File: src/rtl/hall_speed_meter.sv
// Hall-sensor speed meter: counts valid commutation steps of a 3-line hall sensor
// over a fixed gate window and latches count, direction and fault flags per window.
module hall_speed_meter #(
  parameter int CNT_W       = 8,
  parameter int PRESCALE    = 500000,
  parameter int GATE_TICKS  = 7,
  parameter int SYNC_STAGES = 2
) (
  input  logic             CLK,
  input  logic             RST,
  input  logic [2:0]       H,
  input  logic             EN,
  output logic [CNT_W-1:0] H_Enc,
  output logic             DIR,
  output logic             VALID,
  output logic             ERR,
  output logic             OVF
);

  localparam int PW = $clog2(PRESCALE);
  localparam int TW = (GATE_TICKS > 1) ? $clog2(GATE_TICKS) : 1;

  logic [2:0]       sync [SYNC_STAGES];
  logic [2:0]       hs;
  logic [2:0]       cur;
  logic [2:0]       prev;
  logic [PW-1:0]    presc;
  logic [TW-1:0]    tcnt;
  logic [CNT_W-1:0] fcnt;
  logic [CNT_W-1:0] rcnt;
  logic             err_run;
  logic             ovf_run;
  logic             tick;
  logic             win_end;
  logic             fwd;
  logic             rev;
  logic             err_ev;
  logic [CNT_W:0]   sum;
  logic [CNT_W-1:0] enc_sat;

  // Position of a legal code along the forward rotation 001,011,010,110,100,101.
  function automatic logic [2:0] pos(input logic [2:0] code);
    case (code)
      3'b001:  pos = 3'd0;
      3'b011:  pos = 3'd1;
      3'b010:  pos = 3'd2;
      3'b110:  pos = 3'd3;
      3'b100:  pos = 3'd4;
      3'b101:  pos = 3'd5;
      default: pos = 3'd0;
    endcase
  endfunction

  function automatic logic [2:0] next_pos(input logic [2:0] p);
    next_pos = (p == 3'd5) ? 3'd0 : p + 3'd1;
  endfunction

  always_ff @(posedge CLK or posedge RST) begin
    if (RST) begin
      for (int i = 0; i < SYNC_STAGES; i++) sync[i] <= '0;
      cur  <= '0;
      prev <= '0;
    end else begin
      sync[0] <= H;
      for (int i = 1; i < SYNC_STAGES; i++) sync[i] <= sync[i-1];
      cur  <= hs;
      prev <= cur;
    end
  end

  assign hs = sync[SYNC_STAGES-1];

  // A change out of 000 (power-up / reset state) is neither counted nor flagged;
  // a change out of 111 was already flagged on entry and is ignored.
  always_comb begin
    fwd    = 1'b0;
    rev    = 1'b0;
    err_ev = 1'b0;
    if (cur != prev && prev != 3'b000) begin
      if (cur == 3'b000 || cur == 3'b111) begin
        err_ev = 1'b1;
      end else if (prev != 3'b111) begin
        if (pos(cur) == next_pos(pos(prev)))      fwd    = 1'b1;
        else if (pos(prev) == next_pos(pos(cur))) rev    = 1'b1;
        else                                      err_ev = 1'b1;
      end
    end
  end

  assign tick    = EN && (presc == PW'(PRESCALE - 1));
  assign win_end = tick && (tcnt == TW'(GATE_TICKS - 1));

  always_ff @(posedge CLK or posedge RST) begin
    if (RST) begin
      presc <= '0;
      tcnt  <= '0;
    end else if (!EN) begin
      presc <= '0;
      tcnt  <= '0;
    end else begin
      presc <= tick ? '0 : presc + PW'(1);
      if (tick) tcnt <= win_end ? '0 : tcnt + TW'(1);
    end
  end

  // The window-end cycle already belongs to the next window.
  always_ff @(posedge CLK or posedge RST) begin
    if (RST) begin
      fcnt    <= '0;
      rcnt    <= '0;
      err_run <= 1'b0;
      ovf_run <= 1'b0;
    end else if (!EN) begin
      fcnt    <= '0;
      rcnt    <= '0;
      err_run <= 1'b0;
      ovf_run <= 1'b0;
    end else if (win_end) begin
      fcnt    <= fwd ? CNT_W'(1) : '0;
      rcnt    <= rev ? CNT_W'(1) : '0;
      err_run <= err_ev;
      ovf_run <= 1'b0;
    end else begin
      if (fwd) begin
        if (&fcnt) ovf_run <= 1'b1;
        else       fcnt    <= fcnt + CNT_W'(1);
      end
      if (rev) begin
        if (&rcnt) ovf_run <= 1'b1;
        else       rcnt    <= rcnt + CNT_W'(1);
      end
      if (err_ev) err_run <= 1'b1;
    end
  end

  assign sum     = (CNT_W+1)'(fcnt) + (CNT_W+1)'(rcnt);
  assign enc_sat = sum[CNT_W] ? '1 : sum[CNT_W-1:0];

  always_ff @(posedge CLK or posedge RST) begin
    if (RST) begin
      H_Enc <= '0;
      DIR   <= 1'b0;
      VALID <= 1'b0;
      ERR   <= 1'b0;
      OVF   <= 1'b0;
    end else begin
      VALID <= win_end;
      if (win_end) begin
        H_Enc <= enc_sat;
        DIR   <= (fcnt > rcnt);
        ERR   <= err_run;
        OVF   <= ovf_run;
      end
    end
  end

endmodule

File: config.mk
export PLATFORM = sky130hd
export DESIGN_NAME = hall_speed_meter
export DESIGN_NICKNAME = d
export VERILOG_FILES = /design/src/rtl/hall_speed_meter.sv
export SDC_FILE = /design/constraint.sdc
export NUM_CORES = 1
export LEC_CHECK = 0
export BUFFER_PORTS_ARGS = -buffer_cell sky130_fd_sc_hd__buf_2
export CAP_MARGIN = 20
export CORE_MARGIN = 8
export CORE_UTILIZATION = 45
export CTS_CLUSTER_SIZE = 10
export DETAILED_ROUTE_END_ITERATION = 16
export GPL_TIMING_DRIVEN = 1
export HOLD_SLACK_MARGIN = 0.15
export PLACE_DENSITY = 0.71
export SLEW_MARGIN = 25
export SYNTH_ARGS = -nofsm -noshare
export SYNTH_HDL_FRONTEND = slang
export SYNTH_SLANG_ARGS = --single-unit
File: constraint.sdc
create_clock -name CLK -period 2 [get_ports CLK]
set_input_delay 0.2 -clock CLK [delete_from_list [all_inputs] [get_ports CLK]]
set_output_delay 0.2 -clock CLK [all_outputs]
set_load 0.01 [all_outputs]
# Word-level counts from Yosys, hierarchy flattened
# Index checks and enable logic that the tools add are counted.
# totals
input_bits	6
output_inout_bits	12
wordCells	115
reg_bits	64
# classes
muxes	57
n_lt_le_gt_ge	1
n_reduce_logical	10
addsub	7
n_eq_ne	25
# ops
cell	n
$mux W8	9
$mux W3	19
$mux W19	2
$eq A3 B3 Y1 const B	10
$pmux W3 S5	2
$mux W1	25
$add A19 B1 Y19 const B	1
$eq A19 B19 Y1 const B	1
$add A8 B1 Y8 const B	2
$reduce_and A8 Y1	2
$eq A3 B2 Y1 const B	4
$add A3 B1 Y3 const B	3
$add A8 B8 Y9	1
$ne A3 B1 Y1 const B	3
$ne A3 B3 Y1 const B	3
$gt A8 B8 Y1	1
$eq A3 B3 Y1	2
$reduce_and A2 Y1	2
$logic_and A1 B1 Y1	3
$logic_not A3 Y1	1
$ne A3 B3 Y1	1
$reduce_bool A3 Y1	1
$ne A2 B1 Y1 const B	1
$logic_or A1 B1 Y1	1

# Depth between registers and ports, before layout
# Gate-level depths: netlist of the first run.
# depth
ltp_word	23
mapped_depth	9
depth_no_buf	8

# Worst setup path before layout of the first run
# Ideal clock, no wire load.
# synth_timing
kind	register to register
from	register rcnt[0]
to	register H_Enc[6]
arrival_time_ps	1841
required_ps	1859
slack_ps	18
synth_period_minus_slack_ps	1982
n_path_buf	0
stages_incl_launch_ff	9
setup_ps	141
path_cell_list	dfrtp_1 -> ha_1 -> inv_1 -> fa_1 -> nor2_1 -> o311ai_0 -> nand2_1 -> a211oi_4 -> a31oi_1
# synth_between
elab_chain_cells	2
# synth_rtl
element	line_no	rtl
start, declared	30	logic [CNT_W-1:0] rcnt;
start signal, assigned	120	rcnt <= rev ? CNT_W'(1) : '0;
start signal, assigned	130	else rcnt <= rcnt + CNT_W'(1);
$add A8 B8 Y9	136	assign sum = (CNT_W+1)'(fcnt) + (CNT_W+1)'(rcnt);
$mux W8	137	assign enc_sat = sum[CNT_W] ? '1 : sum[CNT_W-1:0];
end signal, assigned	149	H_Enc <= enc_sat;
end, declared	13	output logic [CNT_W-1:0] H_Enc,
# No other way between the ends.
# A chain may end at the register's enable or synchronous reset.

# Final worst setup path of the first run
# layout_timing
from	register fcnt[0]
to	register H_Enc[6]
# layout_between
elab_chain_cells	2
# layout_rtl
element	line_no	rtl
start, declared	29	logic [CNT_W-1:0] fcnt;
start signal, assigned	119	fcnt <= fwd ? CNT_W'(1) : '0;
start signal, assigned	126	else fcnt <= fcnt + CNT_W'(1);
$add A8 B8 Y9	136	
$mux W8	137	
# No other way between the ends.

==> load_flow_metrics.sql, run 1 <==
INSERT INTO impl_metrics (metric_group, metric, value, unit) VALUES
('clocking', 'cts_tree', 'yes', ''),
('cells_and_area', 'final_layout_size_suffix_gt1_share', '21.2', '%'),
('cells_and_area', 'final_net_count', '443', ''),
('placement', 'placed_cell_area', '3950', 'um^2'),
('routing', 'totalWireLength', '7510', 'um'),
('global_routing', 'grt_overflow', '0', ''),
('timing', 'rsz0062_at_grt', 'true', ''),
('routing', 'route.detailed.wl_per_inst', '14.4', 'um'),
('clocking', 'clk_transition_reported_paths', '0.07', 'ns'),
('floorplan', 'fp.dieArea', '11200', 'um^2'),
('routing', 'detail-route-antenna-nets', '0', ''),
('synthesis', 'yosys_warnings', '0', ''),
('synthesis', 'syn_nets', '394', ''),
('setup_path', 'crit_path_start_kind', 'flop', ''),
('synthesis', 'synth_cell_types', '60', ''),
('floorplan', 'total_i_o_pin_count', '18', ''),
('synthesis', 'synth_enable_flop_cells', '0', ''),
('run', 'max_cap_violations', '0', ''),
('cells_and_area', 'commonest_cells_after_routing_fill_and_taps_aside', '64 x sky130_fd_sc_hd__dfrtp_1, 46 x sky130_fd_sc_hd__nor2_1, 24 x sky130_fd_sc_hd__nand2_1, 22 x sky130_fd_sc_hd__inv_1, 22 x sky130_fd_sc_hd__buf_4', ''),
('placement', 'globalplace.congestion', '0.928', ''),
('floorplan', 'start_util', '46.7', '%'),
('floorplan', 'row_count', '32', ''),
('setup_path', 'worstPathRequired', '2.23', 'ns'),
('routing', 'dr.pass1.iters', '4', ''),
('routing', 'vias', '2814', ''),
('power_and_ir_drop', 'relative_contribution_of_combinational_cells_to_total_power', '6.0', '%'),
('setup_path', 'reg2reg_depth', '9', ''),
('power_and_ir_drop', 'share_seq_of_total_power', '49.2', '%'),
('global_routing', 'via_count_of_the_first_global_routing_pass', '2857', ''),
('setup_path', 'rrSetupSlack', '0.04', 'ns'),
('global_routing', 'track_usage', '14.3', '%'),
('setup_path', 'crit-reg2reg-capture', 'H_Enc[6]$_DFFE_PP0P_', ''),
('power_and_ir_drop', 'power.density', '631', 'nW/um^2'),
('clocking', 'clkLatencyLatePin', '0.35', 'ns'),
('clocking', 'cts.htree.levels', '3', ''),
('synthesis', 'synth_area_per_cell', '9.91', 'um^2'),
('setup_path', 'worstReg2RegStart', 'fcnt[0]$_DFFE_PP0P_', ''),
('timing', 'tightestPinTransition', '0.525', 'ns'),
('cells_and_area', 'final_non_filler_cell_area', '4320', 'um^2'),
('clocking', 'numCtsBuffers', '9', ''),
('timing', 'final-setup-viol-count', '0', ''),
('min_path', 'whs_path_depth', '2', ''),
('power_and_ir_drop', 'internal-power', '2.12', 'mW'),
('floorplan', 'die-height', '106', 'um'),
('power_and_ir_drop', 'clockPowerShare', '44.8', '%'),
('global_routing', 'grt_pass1_wl', '13100', 'um'),
('cells_and_area', 'layout_commonest_cell', 'sky130_fd_sc_hd__dfrtp_1', ''),
('timing', 'clock.fmax', '511', 'MHz'),
('status', 'status', 'finished clean', ''),
('power_and_ir_drop', 'net-switching-power', '0.605', 'mW'),
('setup_path', 'timing_worst_setup_path_type', 'reg2reg', ''),
('synthesis', 'synthCells', '366', ''),
('routing', 'first_iter_violations', '122', ''),
('placement', 'place_worst_setup_slack', '-0.162', 'ns'),
('synthesis', 'postSynthRegisterBits', '64', ''),
('timing', 'final.period_utilization', '97.9', '%'),
('power_and_ir_drop', 'max-vdd-ir-drop', '427', 'uV'),
('routing', 'post-route-drc-count', '0', ''),
('timing', 'worst_slack', '0.0420', 'ns'),
('timing', 'finalMaxSlewViolations', '0', ''),
('min_path', 'hold_start', 'EN', ''),
('timing', 'final_hold_viol_count', '0', ''),
('placement', 'io_buffer_count', '17', ''),
('power_and_ir_drop', 'power.static_leakage', '2.02', 'nW'),
('clocking', 'clock_sink_count', '64', ''),
('floorplan', 'design.core.area', '7770', 'um^2'),
('synthesis', 'share_of_synthesized_area_occupied_by_flip_flops_and_latches', '44.2', '%'),
('clocking', 'clockBufferDepth', '2', ''),
('floorplan', 'die_w', '106', 'um'),
('power_and_ir_drop', 'power', '2.73', 'mW'),
('timing', 'min_period', '1.96', 'ns');
-- power groups by stage --
stage,combinational [mW],clock (mW),sequential [mW]
2_1_floorplan,0.108,0,1.35
3_3_place_gp,0.144,0,1.36
3_5_place_dp,0.147,0,1.36
4_1_cts,0.153,1.25,1.34
5_1_grt,0.181,1.30,1.34
6_report,0.163,1.22,1.34
-- kinds of logic after synthesis --
family / count (synthesis) / share of synthesized area [%]
AOI/OAI and AO/OA: 64 / 13.6
xor gates and xnor gates: 27 / 6.52
adders and majority gates: 22 / 7.80
buffers and inverters: 35 / 4.41
DFF: 64 / 44.2
muxes: 4 / 1.10
and+or+nand+nor: 150 / 22.4
-- state kept, by name, summed over array words and instances, names as in the netlist --
signal and flops:
VALID 1, DIR 1, tcnt 3, H_Enc 8, presc 19, ERR 1, OVF 1, err_run 1
ovf_run 1, rcnt 8, fcnt 8, hs 3, cur 3, prev 3, sync 3
-- worst max-delay path by stage --
stage	startpoint	end	slack (ns)	depth (start not counted)
2_1_floorplan	rcnt[0]$_DFFE_PP0P_	H_Enc[6]$_DFFE_PP0P_	0.02	8
3_3_place_gp	fcnt[0]$_DFFE_PP0P_	H_Enc[6]$_DFFE_PP0P_	-0.05	8
3_5_place_dp	fcnt[0]$_DFFE_PP0P_	H_Enc[6]$_DFFE_PP0P_	-0.16	8
4_1_cts	fcnt[0]$_DFFE_PP0P_	H_Enc[6]$_DFFE_PP0P_	0.01	8
5_1_grt	rcnt[0]$_DFFE_PP0P_	H_Enc[6]$_DFFE_PP0P_	-0.06	9
6_report	fcnt[0]$_DFFE_PP0P_	H_Enc[6]$_DFFE_PP0P_	0.04	9
-- through the flow --
stage | std cells | hold WS [ns]
after detailed placement | 497 | 0.299
after global routing | 522 | 0.232
after CTS | 517 | 0.217
final | 522 | 0.233
after global placement | 497 | 0.292
after floorplan | 366 | 0.231
-- final cells by class --
type	instances	area [um^2]
multi-input combinational	267	1930
sequential	64	1600
fill	687	3440
timing repair buffer	48	355
clock inverter	3	65.1
inverter	25	93.8
tap	102	128
clock buffer	13	149
-- synth_stat cells, types with 3 or more instances --
library cell	number	area share, %
sky130_fd_sc_hd__nand2_1	24	2.5
sky130_fd_sc_hd__mux2i_1	4	1.1
sky130_fd_sc_hd__buf_2	5	0.69
sky130_fd_sc_hd__a21oi_1	15	2.1
sky130_fd_sc_hd__nand2b_1	4	0.69
sky130_fd_sc_hd__and3_1	8	1.4
sky130_fd_sc_hd__nand3_1	18	2.5
sky130_fd_sc_hd__and4_1	4	0.97
sky130_fd_sc_hd__ha_1	21	7.2
sky130_fd_sc_hd__o21ai_0	7	0.97
sky130_fd_sc_hd__xor2_1	13	3.1
sky130_fd_sc_hd__and2_1	3	0.52
sky130_fd_sc_hd__nor3_1	6	0.83
sky130_fd_sc_hd__nand3b_1	3	0.62
sky130_fd_sc_hd__dfrtp_1	64	44
sky130_fd_sc_hd__a211oi_1	9	1.9
sky130_fd_sc_hd__a211o_1	5	1.2
sky130_fd_sc_hd__xnor2_1	14	3.4
sky130_fd_sc_hd__and4bb_2	4	1.4
sky130_fd_sc_hd__nor2_1	47	4.9
sky130_fd_sc_hd__inv_1	24	2.5
sky130_fd_sc_hd__nand4_1	9	1.6
sky130_fd_sc_hd__or3_1	5	0.86
sky130_fd_sc_hd__nor2b_1	5	0.86
-- critical path, stage by stage (launching register included) --
cell	delay (ns)
sky130_fd_sc_hd__dfrtp_1	0.39
sky130_fd_sc_hd__ha_2	0.19
sky130_fd_sc_hd__inv_2	0.05
sky130_fd_sc_hd__fa_2	0.20
sky130_fd_sc_hd__nor2_2	0.05
sky130_fd_sc_hd__o311ai_2	0.30
sky130_fd_sc_hd__nand2_1	0.16
sky130_fd_sc_hd__a211oi_4	0.26
sky130_fd_sc_hd__buf_4	0.16
sky130_fd_sc_hd__a31oi_1	0.06
-- timing repair --
item                       CTS  global route
pin swaps                    1             7
gates resized for setup      2            19
setup endpoints to repair    7            34
hold endpoints to repair    67             0
hold buffers                 4             0
setup buffers                0             5
-- metal layers --
metal | share of wire [%] | wire, um | vias up | GRT usage (%)
li1 | - | - | 1383 | -
met1 | 44 | 3330 | 1365 | 16.6
met2 | 50 | 3730 | 52 | 23.9
met3 | 4.7 | 354 | 14 | 4.51
met4 | 1.4 | 103 | 0 | 5.93
met5 | 0 | 0 | - | 0
No activity file was read; power rests on OpenSTA's default activity.
==> run 2: changes to the inputs <==
--- a/config.mk
+++ b/config.mk
@@ -5,6 +5,7 @@
 export SDC_FILE = /design/constraint.sdc
 export NUM_CORES = 1
 export LEC_CHECK = 0
+export ABC_AREA = 1
 export BUFFER_PORTS_ARGS = -buffer_cell sky130_fd_sc_hd__buf_2
 export CAP_MARGIN = 20
 export CORE_MARGIN = 8
==> load_flow_metrics.sql, run 2 <==
INSERT INTO impl_metrics (metric_group, metric, value, unit) VALUES
('synthesis', 'share_of_synthesized_area_occupied_by_flip_flops_and_latches', '39.4', '%'),
('status', 'status', 'finished clean', ''),
('floorplan', 'design.core.area', '8720', 'um^2'),
('cells_and_area', 'final_layout_size_suffix_gt1_share', '19.0', '%'),
('setup_path', 'rrSetupSlack', '0.12', 'ns'),
('power_and_ir_drop', 'internal-power', '2.19', 'mW'),
('global_routing', 'track_usage', '15.2', '%'),
('setup_path', 'reg2reg_depth', '8', ''),
('setup_path', 'timing_worst_setup_path_type', 'reg2reg', ''),
('routing', 'detail-route-antenna-nets', '0', ''),
('timing', 'worst_slack', '0.123', 'ns'),
('floorplan', 'die_w', '111', 'um'),
('setup_path', 'critPathLaunch', 'fcnt[0]$_DFFE_PP0P_', ''),
('floorplan', 'start_util', '46.6', '%'),
('cells_and_area', 'largest_reg_flops', '19', ''),
('setup_path', 'arrival', '2.11', 'ns'),
('synthesis', 'syn_area', '4060', 'um^2'),
('routing', 'post-route-drc-count', '0', ''),
('clocking', 'cts_root_buf', 'sky130_fd_sc_hd__clkbuf_8', ''),
('synthesis', 'synthCells', '517', ''),
('synthesis', 'ys_async_sr_fraction', '100', '%'),
('power_and_ir_drop', 'share_seq_of_total_power', '45.8', '%'),
('synthesis', 'synth.most_common_cell', 'sky130_fd_sc_hd__nand2_1', ''),
('setup_path', 'critical_path.endpoint_type', 'flop', ''),
('floorplan', 'row_count', '34', ''),
('synthesis', 'postSynthRegisterBits', '64', ''),
('min_path', 'worstHoldPathType', 'in2reg', ''),
('synthesis', 'synth_common_cells', '119 x sky130_fd_sc_hd__nand2_1, 64 x sky130_fd_sc_hd__dfrtp_1, 61 x sky130_fd_sc_hd__nor2_1', ''),
('clocking', 'cts_tree', 'yes', ''),
('global_routing', 'via_count_of_the_first_global_routing_pass', '3575', ''),
('routing', 'first_iter_violations', '202', ''),
('timing', 'worst_clock_skew', '0.00656', 'ns'),
('synthesis', 'synth_cell_types', '41', ''),
('timing', 'final-setup-viol-count', '0', ''),
('routing', 'viasPerCell', '5.30', ''),
('placement', 'placed_cell_area', '4380', 'um^2'),
('cells_and_area', 'final_non_filler_cell_area', '4710', 'um^2'),
('clocking', 'clkLatencyLatePin', '0.35', 'ns'),
('power_and_ir_drop', 'power.static_leakage', '2.34', 'nW'),
('setup_path', 'crit_end', 'H_Enc[3]$_DFFE_PP0P_', ''),
('global_routing', 'met1_usage', '17.6', '%'),
('floorplan', 'total_i_o_pin_count', '18', ''),
('global_routing', 'grt_pass1_wl', '15800', 'um'),
('timing', 'final.period_utilization', '93.9', '%'),
('power_and_ir_drop', 'relative_contribution_of_combinational_cells_to_total_power', '11.3', '%'),
('timing', 'min_period', '1.88', 'ns'),
('synthesis', 'synth_enable_flop_cells', '0', ''),
('global_routing', 'grt_antenna_before_repair', '0', ''),
('placement', 'io_buffer_count', '17', ''),
('setup_path', 'worstPathRequired', '2.24', 'ns'),
('routing', 'dr.pass1.iters', '5', ''),
('synthesis', 'netlist.area_leader.share', '39.4', '%'),
('floorplan', 'fp.dieArea', '12300', 'um^2'),
('setup_path', 'crit_path_start_kind', 'flop', ''),
('cells_and_area', 'layout_commonest_cell', 'sky130_fd_sc_hd__nand2_1', ''),
('cells_and_area', 'final_net_count', '591', ''),
('global_routing', 'groute.layer.met2.usage', '25.8', '%'),
('power_and_ir_drop', 'power.density', '633', 'nW/um^2'),
('clocking', 'clk_transition_reported_paths', '0.07', 'ns'),
('power_and_ir_drop', 'switching_fraction', '26.4', '%'),
('power_and_ir_drop', 'max-vdd-ir-drop', '476', 'uV'),
('cells_and_area', 'antenna_cells_inserted', '0', ''),
('timing', 'rsz0062_at_grt', 'true', ''),
('cells_and_area', 'top_register', 'presc', ''),
('run', 'max_cap_violations', '0', ''),
('floorplan', 'die-height', '111', 'um'),
('cells_and_area', 'area.growth.synth_to_final', '16.0', '%'),
('synthesis', 'synth_area_per_cell', '7.85', 'um^2'),
('synthesis', 'synthDominantAreaCellType', 'sky130_fd_sc_hd__dfrtp_1', ''),
('synthesis', 'ys_dominant_reg_cell', 'sky130_fd_sc_hd__dfrtp_1', ''),
('timing', 'clock.fmax', '533', 'MHz'),
('setup_path', 'worstReg2RegStart', 'fcnt[0]$_DFFE_PP0P_', ''),
('placement', 'place_worst_setup_slack', '0.0830', 'ns'),
('placement', 'globalplace.congestion', '0.901', ''),
('clocking', 'clock_sink_count', '64', ''),
('placement', 'hpwl_detailed', '6670', 'um'),
('global_routing', 'maximum_number_of_pins_on_one_net_before_global_route_repair', '65', ''),
('cells_and_area', 'final_core_utilization', '54.0', '%'),
('cells_and_area', 'commonest_cells_after_routing_fill_and_taps_aside', '119 x sky130_fd_sc_hd__nand2_1, 63 x sky130_fd_sc_hd__dfrtp_1, 61 x sky130_fd_sc_hd__nor2_1, 45 x sky130_fd_sc_hd__inv_1, 45 x sky130_fd_sc_hd__nand3_1', ''),
('synthesis', 'yosys_warnings', '0', ''),
('power_and_ir_drop', 'clockPowerShare', '43.0', '%'),
('power_and_ir_drop', 'net-switching-power', '0.788', 'mW'),
('timing', 'maxSlewHeadroom', '76.9', '%'),
('clocking', 'cts.htree.levels', '3', ''),
('routing', 'route.detailed.wl_per_inst', '13.4', 'um'),
('global_routing', 'groute.layer.met3.usage', '4.44', '%'),
('global_routing', 'global_route.peak_usage_layer', 'met2', ''),
('timing', 'tightestPinTransition', '0.344', 'ns'),
('synthesis', 'synth_area_leaders', 'sky130_fd_sc_hd__dfrtp_1 39%, sky130_fd_sc_hd__nand2_1 11%, sky130_fd_sc_hd__ha_1 6.5%, sky130_fd_sc_hd__nor2_1 5.6%, sky130_fd_sc_hd__nand3_1 5.5%', ''),
('setup_path', 'crit-reg2reg-capture', 'H_Enc[3]$_DFFE_PP0P_', ''),
('routing', 'totalWireLength', '9080', 'um'),
('routing', 'vias', '3580', ''),
('timing', 'finalMaxSlewViolations', '0', ''),
('synthesis', 'syn_nets', '545', ''),
('setup_path', 'critical_path_peak_fanout', '8', ''),
('clocking', 'numCtsBuffers', '9', ''),
('timing', 'final_hold_viol_count', '0', ''),
('clocking', 'clockBufferDepth', '2', ''),
('global_routing', 'grt_overflow', '0', '');
run 2: worst min path at each step:
stage,start,endpoint,slack (ns),cells past startpoint
finish,EN,fcnt[2]$_DFFE_PP0P_,0.25,3
global route,EN,fcnt[2]$_DFFE_PP0P_,0.24,3
detailed placement,RST,sync[5]$_DFF_PP0_,0.30,3
global placement,RST,sync[5]$_DFF_PP0_,0.30,3
floorplan,H[0],sync[3]$_DFF_PP0_,0.23,0
CTS,EN,fcnt[2]$_DFFE_PP0P_,0.22,3
run 2: area by class of cell:
class | count | area (um^2)
clock buffers | 10 | 138
clock inverters | 6 | 91.3
fillers | 813 | 4010
inverters | 56 | 213
multi-input cells | 388 | 2220
flip-flops and latches | 64 | 1600
well taps | 108 | 135
repair buffers | 44 | 310
run 2: power groups by stage:
stage / registers [mW] / clock network, mW / logic, mW
finish: 1.36 / 1.28 / 0.335
global route: 1.37 / 1.38 / 0.381
CTS: 1.37 / 1.31 / 0.327
detailed placement: 1.39 / 0 / 0.320
global placement: 1.39 / 0 / 0.311
floorplan: 1.38 / 0 / 0.242
run 2: logic make-up (layout without fill, tap and decap cells):
| family | after synthesis | in the layout | share of synthesized area, % |
|---|---|---|---|
| AND/OR/NAND/NOR | 293 | 293 | 34.3 |
| buffers and inverters | 65 | 116 | 6.72 |
| flip-flops | 64 | 64 | 39.4 |
| AO/OA/AOI/OAI | 49 | 49 | 7.37 |
| XOR/XNOR | 24 | 24 | 5.18 |
| adder cells (fa/ha/maj) | 22 | 22 | 6.96 |
run 2: per-layer routing:
layer | wire, um | share of wire [%]
met1 | 3970 | 44
met5 | 0 | 0
met4 | 221 | 2.4
met2 | 4420 | 49
met3 | 482 | 5.3
run 2: worst max-delay path, stage by stage (launching register included):
cell	delay, ns
sky130_fd_sc_hd__dfrtp_1	0.38
sky130_fd_sc_hd__ha_1	0.24
sky130_fd_sc_hd__inv_2	0.08
sky130_fd_sc_hd__fa_2	0.22
sky130_fd_sc_hd__nor3_1	0.05
sky130_fd_sc_hd__or2_2	0.32
sky130_fd_sc_hd__a21oi_4	0.25
sky130_fd_sc_hd__nand3_1	0.11
sky130_fd_sc_hd__o21a_1	0.12
run 2: timing repair:
action	CTS	global route
buffers inserted	0	3
hold buffers	4	0
endpoints found under the hold margin	67	0
setup endpoints to repair	0	20
resized for setup	0	11
run 2: through the flow:
stage,power (mW),hold WS [ns],instances,TNS [ns]
floorplan,1.62,0.231,517,0
global placement,1.70,0.295,653,0
detailed placement,1.71,0.301,653,0
CTS,3.01,0.220,673,0
global route,3.13,0.237,676,-0.00791
finish,2.98,0.246,676,0
==> run 3: changes to the inputs <==
--- a/config.mk
+++ b/config.mk
@@ -5,8 +5,7 @@
 export SDC_FILE = /design/constraint.sdc
 export NUM_CORES = 1
 export LEC_CHECK = 0
-export ABC_AREA = 1
-export BUFFER_PORTS_ARGS = -buffer_cell sky130_fd_sc_hd__buf_2
+export BUFFER_PORTS_ARGS = -buffer_cell sky130_fd_sc_hd__buf_4
 export CAP_MARGIN = 20
 export CORE_MARGIN = 8
 export CORE_UTILIZATION = 45
==> load_flow_metrics.sql, run 3 (synthesis gave the netlist of run 1 again) <==
INSERT INTO impl_metrics (metric_group, metric, value, unit) VALUES
('floorplan', 'die_w', '106', 'um'),
('timing', 'finalMaxSlewViolations', '0', ''),
('routing', 'vias', '2823', ''),
('placement', 'placed_cell_area', '4010', 'um^2'),
('timing', 'min_period', '1.96', 'ns'),
('timing', 'maxSlewHeadroom', '66.3', '%'),
('placement', 'hpwl_detailed', '5360', 'um'),
('routing', 'post-route-drc-count', '0', ''),
('timing', 'clock.fmax', '511', 'MHz'),
('global_routing', 'grt_antenna_before_repair', '0', ''),
('timing', 'final-setup-viol-count', '0', ''),
('timing', 'final.period_utilization', '97.9', '%'),
('clocking', 'clkLatencyLatePin', '0.35', 'ns'),
('power_and_ir_drop', 'power.density', '624', 'nW/um^2'),
('floorplan', 'fp.dieArea', '11200', 'um^2'),
('floorplan', 'row_count', '32', ''),
('routing', 'viasPerCell', '5.43', ''),
('routing', 'dr.pass1.iters', '4', ''),
('cells_and_area', 'final_net_count', '441', ''),
('floorplan', 'total_i_o_pin_count', '18', ''),
('timing', 'tightestPinTransition', '0.505', 'ns'),
('cells_and_area', 'layout.filler_cells', '672', ''),
('min_path', 'worstHoldPathType', 'in2reg', ''),
('timing', 'final_hold_viol_count', '0', ''),
('cells_and_area', 'total_area_of_multi_input_combinational_cells', '1910', 'um^2'),
('routing', 'totalWireLength', '7650', 'um'),
('power_and_ir_drop', 'max-vdd-ir-drop', '535', 'uV'),
('clocking', 'clockBufferDepth', '2', ''),
('setup_path', 'worstPathRequired', '2.22', 'ns'),
('clocking', 'numCtsBuffers', '9', ''),
('cells_and_area', 'layout_commonest_cell', 'sky130_fd_sc_hd__dfrtp_1', ''),
('clocking', 'clock_sink_count', '64', ''),
('global_routing', 'grt_overflow', '0', ''),
('placement', 'globalplace.congestion', '0.875', ''),
('cells_and_area', 'largest_reg_flops', '19', ''),
('timing', 'hold_ws', '0.200', 'ns'),
('clocking', 'cts_tree', 'yes', ''),
('setup_path', 'timing.critical_path.slowest_stage_cell', 'sky130_fd_sc_hd__dfrtp_1', ''),
('power_and_ir_drop', 'power', '2.71', 'mW'),
('floorplan', 'start_util', '46.7', '%'),
('clocking', 'cts_root_buf', 'sky130_fd_sc_hd__clkbuf_8', ''),
('power_and_ir_drop', 'power.static_leakage', '2.03', 'nW'),
('global_routing', 'grt_pass1_wl', '13000', 'um'),
('setup_path', 'critical_path.endpoint_type', 'flop', ''),
('setup_path', 'crit_path_cell_trace', 'ha_2, inv_2, fa_2, nor2_1, o311ai_2, nand2_1, a211oi_4, a31oi_1', ''),
('routing', 'first_iter_violations', '87', ''),
('cells_and_area', 'final_non_filler_cell_area', '4340', 'um^2'),
('clocking', 'clk_transition_reported_paths', '0.07', 'ns'),
('setup_path', 'critical_path_peak_fanout', '7', ''),
('global_routing', 'via_count_of_the_first_global_routing_pass', '2909', ''),
('routing', 'route.detailed.wl_per_inst', '14.7', 'um'),
('setup_path', 'cp_num_buf_inv', '1', ''),
('global_routing', 'track_usage', '14.3', '%'),
('setup_path', 'crit_path_start_kind', 'flop', ''),
('cells_and_area', 'seq_area', '1600', 'um^2'),
('timing', 'worst_clock_skew', '0.0121', 'ns'),
('status', 'status', 'finished clean', ''),
('setup_path', 'timing_worst_setup_path_type', 'reg2reg', ''),
('cells_and_area', 'final_layout_size_suffix_gt1_share', '20.6', '%'),
('routing', 'detail-route-antenna-nets', '0', ''),
('global_routing', 'maximum_number_of_pins_on_one_net_before_global_route_repair', '65', ''),
('setup_path', 'timing.critical_path.max_delay_family', 'compound AO/OA/AOI/OAI gates', ''),
('floorplan', 'design.core.area', '7770', 'um^2'),
('cells_and_area', 'area.growth.synth_to_final', '19.6', '%'),
('setup_path', 'critical_path.max_stage_delay', '0.39', 'ns'),
('cells_and_area', 'top_register', 'presc', ''),
('run', 'max_cap_violations', '0', ''),
('timing', 'rsz0062_at_grt', 'true', ''),
('cells_and_area', 'antenna_cells_inserted', '0', ''),
('setup_path', 'arrival', '2.18', 'ns'),
('cells_and_area', 'commonest_cells_after_routing_fill_and_taps_aside', '63 x sky130_fd_sc_hd__dfrtp_1, 47 x sky130_fd_sc_hd__nor2_1, 38 x sky130_fd_sc_hd__buf_4, 24 x sky130_fd_sc_hd__nand2_1, 22 x sky130_fd_sc_hd__inv_1', ''),
('clocking', 'cts.htree.levels', '3', ''),
('placement', 'io_buffer_count', '17', ''),
('floorplan', 'die-height', '106', 'um');
## run 3: cell types whose count changed in the layout (fill, tap and decap cells not counted), moves of 12 or more
cell,change
sky130_fd_sc_hd__nand3_1,-27
sky130_fd_sc_hd__buf_2,-17
sky130_fd_sc_hd__nand2_1,-95
sky130_fd_sc_hd__buf_4,+16
sky130_fd_sc_hd__o21ai_0,-12
sky130_fd_sc_hd__nor2_1,-14
sky130_fd_sc_hd__inv_1,-23
## run 3: report_power, final
group          switching (mW)  internal [mW]
Clock                   0.505          0.697
Sequential             0.0234           1.32
Combinational          0.0913         0.0729
Total                   0.620           2.09
## run 3: final cells by class
class                      count  area share [%]
sequential                    64            36.9
clock inverter                 6            1.93
tap                          102            2.94
clock buffer                  10            2.94
inverter                      25            2.16
timing repair buffer          46            8.94
multi-input combinational    267            44.1
## run 3: final timing paths
check                                     from                    to  slack (ns)  cells after the start
min                                         EN   tcnt[1]$_DFFE_PP0P_        0.20                      2
max reg2reg                rcnt[0]$_DFFE_PP0P_  H_Enc[6]$_DFFE_PP0P_        0.04                      8
max in group asynchronous                  RST   presc[10]$_DFF_PP0_        1.24                      4
max                        rcnt[0]$_DFFE_PP0P_  H_Enc[6]$_DFFE_PP0P_        0.04                      8
min in group asynchronous                  RST     prev[0]$_DFF_PP0_        0.48                      4
min reg2reg                  sync[3]$_DFF_PP0_       hs[0]$_DFF_PP0_        0.35                      0
## run 3: metrics by stage
stage / TNS, ns / cells / util (%) / setup WS [ns]
finish: 0 / 520 / 55.8 / 0.0416
global placement: -0.242 / 497 / 51.6 / -0.0544
floorplan: 0 / 366 / - / 0.0181
CTS: 0 / 517 / 54.9 / 0.00487
detailed placement: -1.04 / 497 / 51.6 / -0.168
global route: -0.363 / 520 / 55.8 / -0.0646
## run 3: timing repair
item | 4_1_cts | 5_1_grt
buffers inserted | 0 | 3
gates resized for setup | 2 | 15
gates cloned | 0 | 0
hold buffers | 4 | 0
hold endpoints to repair | 67 | 0
pin swaps | 1 | 9
endpoints found under the setup margin | 7 | 36
## run 3: per-layer routing
layer	vias to the layer above	GRT usage, %	wire (um)
met5	-	0	0
met4	0	7.74	187
met3	16	4.02	307
met2	62	23.9	3750
met1	1364	16.2	3400
li1	1381	-	-
